### config.mk
export PLATFORM = sky130hd
export DESIGN_NAME = inst_fetch
export DESIGN_NICKNAME = d
export VERILOG_FILES = /design/src/rtl/inst_fetch.sv
export SDC_FILE = /design/constraint.sdc
export NUM_CORES = 1
export LEC_CHECK = 0
export ABC_AREA = 0
export CAP_MARGIN = 20
export CORE_MARGIN = 1.5
export CORE_UTILIZATION = 46
export CTS_CLUSTER_DIAMETER = 150
export DETAILED_ROUTE_END_ITERATION = 7
export GPL_ROUTABILITY_DRIVEN = 0
export PLACE_DENSITY = 0.79
export SETUP_SLACK_MARGIN = 0.05
export SLEW_MARGIN = 20
export SYNTH_ARGS = -nofsm -noshare
export SYNTH_HDL_FRONTEND = slang
export SYNTH_SLANG_ARGS = --single-unit
### constraint.sdc
create_clock -name clk -period 2.4 [get_ports clk]
set_input_delay 0.48 -clock clk [delete_from_list [all_inputs] [get_ports clk]]
set_output_delay 0.48 -clock clk [all_outputs]
set_load 0.1 [all_outputs]
### src/rtl/inst_fetch.sv
// RV32I instruction fetch: assembles each word from four byte reads on the shared arbiter port.
// Optional direct-mapped I-cache enabled by defining ICACHE_EN.
module inst_fetch #(
  parameter int unsigned ICACHE_LINES = 64
) (
  input  logic        clk,
  input  logic        rst,
  input  logic        stall_i,
  input  logic        branch_taken_i,
  input  logic [31:0] branch_target_i,
  output logic        if_req_o,
  output logic [31:0] if_addr_o,
  input  logic        if_gnt_i,
  input  logic [7:0]  mem_byte_i,
  output logic [31:0] pc_o,
  output logic [31:0] inst_o,
  output logic        inst_valid_o
);

  typedef enum logic [1:0] {StReq, StLast, StHold} state_e;

  state_e      state_q, state_d;
  logic [31:0] fetch_pc_q, fetch_pc_d;
  logic [1:0]  cnt_q, cnt_d;
  logic [1:0]  lane_q, lane_d;
  logic        pend_q, pend_d;
  logic [31:0] asm_q, asm_d;
  logic [31:0] pc_q, pc_d;
  logic [31:0] inst_q, inst_d;
  logic        valid_q, valid_d;

  logic        slot_free;
  logic        load;
  logic [31:0] load_word;
  logic        cache_hit;
  logic [31:0] cache_word;

  assign slot_free    = !valid_q || !stall_i;
  assign if_addr_o    = fetch_pc_q + {30'd0, cnt_q};
  assign pc_o         = pc_q;
  assign inst_o       = inst_q;
  assign inst_valid_o = valid_q;

  always_comb begin
    state_d    = state_q;
    fetch_pc_d = fetch_pc_q;
    cnt_d      = cnt_q;
    lane_d     = lane_q;
    pend_d     = 1'b0;
    asm_d      = asm_q;
    pc_d       = pc_q;
    inst_d     = inst_q;
    valid_d    = valid_q && stall_i;
    if_req_o   = 1'b0;
    load       = 1'b0;
    load_word  = asm_q;

    // A granted byte lands in the lane recorded at its grant.
    if (pend_q) begin
      asm_d[{lane_q, 3'b000} +: 8] = mem_byte_i;
    end

    case (state_q)
      StReq: begin
        if (cache_hit) begin
          if (slot_free) begin
            load      = 1'b1;
            load_word = cache_word;
          end
        end else begin
          if_req_o = 1'b1;
          if (if_gnt_i) begin
            pend_d = 1'b1;
            lane_d = cnt_q;
            cnt_d  = cnt_q + 2'd1;
            if (cnt_q == 2'd3) begin
              state_d = StLast;
            end
          end
        end
      end
      StLast: begin
        if (slot_free) begin
          load      = 1'b1;
          load_word = {mem_byte_i, asm_q[23:0]};
        end else begin
          state_d = StHold;
        end
      end
      StHold: begin
        if (slot_free) begin
          load = 1'b1;
        end
      end
      default: state_d = StReq;
    endcase

    if (load) begin
      pc_d       = fetch_pc_q;
      inst_d     = load_word;
      valid_d    = 1'b1;
      fetch_pc_d = fetch_pc_q + 32'd4;
      cnt_d      = 2'd0;
      state_d    = StReq;
    end

    // Redirect overrides any load or grant made in the same cycle.
    if (branch_taken_i) begin
      fetch_pc_d = branch_target_i;
      cnt_d      = 2'd0;
      pend_d     = 1'b0;
      valid_d    = 1'b0;
      state_d    = StReq;
    end
  end

  always_ff @(posedge clk) begin
    if (rst) begin
      state_q    <= StReq;
      fetch_pc_q <= 32'd0;
      cnt_q      <= 2'd0;
      lane_q     <= 2'd0;
      pend_q     <= 1'b0;
      asm_q      <= 32'd0;
      pc_q       <= 32'd0;
      inst_q     <= 32'd0;
      valid_q    <= 1'b0;
    end else begin
      state_q    <= state_d;
      fetch_pc_q <= fetch_pc_d;
      cnt_q      <= cnt_d;
      lane_q     <= lane_d;
      pend_q     <= pend_d;
      asm_q      <= asm_d;
      pc_q       <= pc_d;
      inst_q     <= inst_d;
      valid_q    <= valid_d;
    end
  end

`ifdef ICACHE_EN
  localparam int unsigned IdxW = $clog2(ICACHE_LINES);
  localparam int unsigned TagW = 30 - IdxW;

  logic [ICACHE_LINES-1:0] cvalid_q;
  logic [TagW-1:0]         ctag_q  [ICACHE_LINES];
  logic [31:0]             cdata_q [ICACHE_LINES];
  logic [IdxW-1:0]         cidx;
  logic [TagW-1:0]         ctag;
  logic                    cwr;

  assign cidx       = fetch_pc_q[2 +: IdxW];
  assign ctag       = fetch_pc_q[31:2+IdxW];
  assign cache_word = cdata_q[cidx];
  // Only look up at a word boundary with nothing in flight.
  assign cache_hit  = (state_q == StReq) && (cnt_q == 2'd0) && !pend_q &&
                      cvalid_q[cidx] && (ctag_q[cidx] == ctag);
  assign cwr        = load && !branch_taken_i;

  always_ff @(posedge clk) begin
    if (rst) begin
      cvalid_q <= '0;
    end else if (cwr) begin
      cvalid_q[cidx] <= 1'b1;
    end
  end

  always_ff @(posedge clk) begin
    if (cwr) begin
      ctag_q[cidx]  <= ctag;
      cdata_q[cidx] <= load_word;
    end
  end
`else
  logic unused_cfg;
  assign unused_cfg = ^ICACHE_LINES;
  assign cache_hit  = 1'b0;
  assign cache_word = 32'd0;
`endif

endmodule

==> results.yml <==
sta:
  timing.hold.ws_ps: 441.0
  finalWorstSetupSlack_ps: -652.3
  hold_viol: 0
  timing.fmax_mhz: 327.6
  worstMarginPinSlew_ps: 761.5
  rsz0062_at_grt: "true"
  skew_ps: 7.035
  fin_crit_ps: 3052
  post-route-period-util_pct: 127.2
  setup_violations: 26
  relSlewSlack_pct: 48.77
  maxSlewViolCount: 0
  final.setup.tns_ps: -11960
clock_tree:
  clock-root-buffer: "clkbuf_16"
  cts_tree: "built"
  clkLatencyLatePin_ps: 420
  clockBufferDepth: 2
  path_clk_slew_ps: 50
  cts_buffers: 17
  clock-sinks: 136
  cts.htree.levels: 4
floorplanning:
  dieHeight_um: 119.4
  ios: 143
  floorplan.initialDensity_pct: 47.10
  dieArea_um2: 14270
  fp.dieW_um: 119.4
  core_area_um2: 13240
  row_count: 42
synth:
  yosysWarnings: 0
  async_reset_ff_share_pct: 0
  syn_area_per_cell_um2: 8.100
  netlist_instances: 770
  synthesis.area_um2: 6237
  seq_area_frac_synth_pct: 43.65
  synth_cell_types: 50
  synth_seq_cells: 136
  synth_edf_count: 0
  syn-num-nets: 829
  ys.flop_type: "dfxtp_1"
cells_and_area:
  drive_gt1_share_pct: 31.42
  stdcell_count: 1150
  filler_cell_count: 835
  nets: 1020
  layout_common_cells: "buf_4, nand2_1, dfxtp_1, nor2_1, a21oi_1"
  multi_input_area_um2: 4001
  diodes: 0
  seq_area_um2: 2734
  layout_commonest_cell: "buf_4"
  area_growth_pct: 60.44
power:
  power_mw: 6.139
  powerDensity_nw_per_um2: 613.4
  p_leak_nw: 3.940
  ir_drop_v: 0.0005547
setup_path:
  worst_path_largest_cell_delay_ps: 360
  worstSetupEndpointType: "primary output"
  crit_slowest_cell: "fa_2"
  critical_path_class: "register to primary output"
  required_ps: 1920
  start_kind: "register"
  cp_max_fo: 4
  cp_cell_sequence: "ha_4 -> inv_2 -> fa_2 -> and4b_2 -> nand3_4 -> buf_4 -> nor4_4 -> xor2_4 -> buf_12"
  arrival_ps: 2570
placement:
  port_buffers: 142
  pre_cts_slack_ps: -215.6
  hpwl_um: 14310
  dp_cells: 1104
job:
  drv_cap: 0
route:
  wl_um: 21280
  drt_first_pass_iters: 5
  drc: 0
  num_vias: 6758
  ant_nets: 0
  routedWlPerCell_um: 18.50
  vias_per_cell: 5.877
  dr.first_iter.drc_count: 603
global_routing:
  grt_pass1_vias: 6943
  grtUsageTotal_pct: 29.53
  grt_first_pass_wirelength_um: 33520
  antenna_found_initial: 0
  grt_overflow: 0
  grt_max_degree: 49
worst_hold_path:
  hp-class: "input pin to register"
status:
  violations: "negative setup slack"
  status: "complete, but fails checks"
-- repair_timing --
item / CTS / global route
buffers inserted: 12 / 5
endpoints found under the setup margin: 29 / 33
pin swaps: 18 / 11
hold buffers: 0 / 0
resized for setup: 31 / 15
-- Yosys cell counts (6+ instances only) --
master	n	area, um2
nor2_1	73	274.0
o221ai_1	8	70.07
o31ai_1	8	60.06
xnor2_1	21	183.9
nand3_1	15	75.07
xor2_1	17	148.9
nor2b_1	7	43.79
inv_1	19	71.32
ha_1	13	162.7
a22oi_1	32	240.2
nand2_1	151	566.8
a21oi_1	70	350.3
nor3_1	9	45.04
buf_1	9	33.78
a2111oi_0	6	52.55
buf_2	12	60.06
nor4_1	11	68.82
a211oi_1	9	67.56
dfxtp_1	136	2723
clkbuf_1	44	165.2
a311oi_1	16	140.1
nand4_1	20	125.1
-- path summary, 6_finish.rpt --
kind	start	endpoint	slack (ps)	cells after the start
min reg2reg	pc_o[14]	pc_o[14]	450	2
max reg2reg	state_q[0]	fetch_pc_q[29]	140	9
min	rst	pc_o[25]	440	2
max	fetch_pc_q[0]	if_addr_o[28]	-650	9
-- critical path: cells and delay by family (launching register included) --
| family | cells | cell delay [ps] |
|---|---|---|
| flip-flops | 1 | 350 |
| XOR/XNOR | 1 | 190 |
| adder cells (fa/ha/maj) | 2 | 500 |
| AND/OR/NAND/NOR | 3 | 720 |
| buffers and inverters | 3 | 400 |
-- power by group --
part / switching, mW / leakage (nW) / internal [mW]
clock network: 0.982 / 0.297 / 1.80
registers: 0.0621 / 1.11 / 2.31
logic: 0.593 / 2.54 / 0.398
total: 1.64 / 3.94 / 4.50
-- registers in the layout, indices dropped and copies added, names as in the netlist, 2 cells and up --
| name | flops |
|---|---|
| fetch_pc_q | 32 |
| state_q | 2 |
| pc_o | 32 |
| asm_q | 32 |
| cnt_q | 2 |
| inst_o | 32 |
| lane_q | 2 |
-- final cells by class --
type	count	area share (%)
Sequential cell	136	27.32
Inverter	19	0.7127
Tap cell	176	2.201
Multi-Input combinational cell	548	39.99
Clock buffer	22	4.639
Timing Repair Buffer	239	23.46
Clock inverter	10	1.688
-- metal layers --
| layer | share of wire [%] | GRT usage (%) | routed length [um] |
|---|---|---|---|
| met3 | 7.6 | 6.609 | 1620 |
| met1 | 40 | 35.43 | 8445 |
| met2 | 49 | 48.56 | 10450 |
| met5 | 0 | 0 | 0 |
| met4 | 3.6 | 17.19 | 764 |
-- cells by family (layout without fill, tap and decap cells) --
family / after synthesis / in the layout / share of synthesized area [%]
flops: 136 / 136 / 43.65
compound gates: 171 / 171 / 18.37
mux: 3 / 3 / 0.4815
buf+inv: 86 / 290 / 5.456
xor+xnor: 38 / 38 / 5.336
fa+ha+maj: 14 / 14 / 2.929
simple gates: 322 / 322 / 23.77
-- per-stage QoR --
stage | area, um2 | util [%]
floorplan | 6899 | -
global placement | 9036 | 68.24
detailed placement | 9036 | 68.24
CTS | 9928 | 74.97
global route | 10010 | 75.57
finish | 10010 | 75.57
Power figures use the tool's default switching activity.
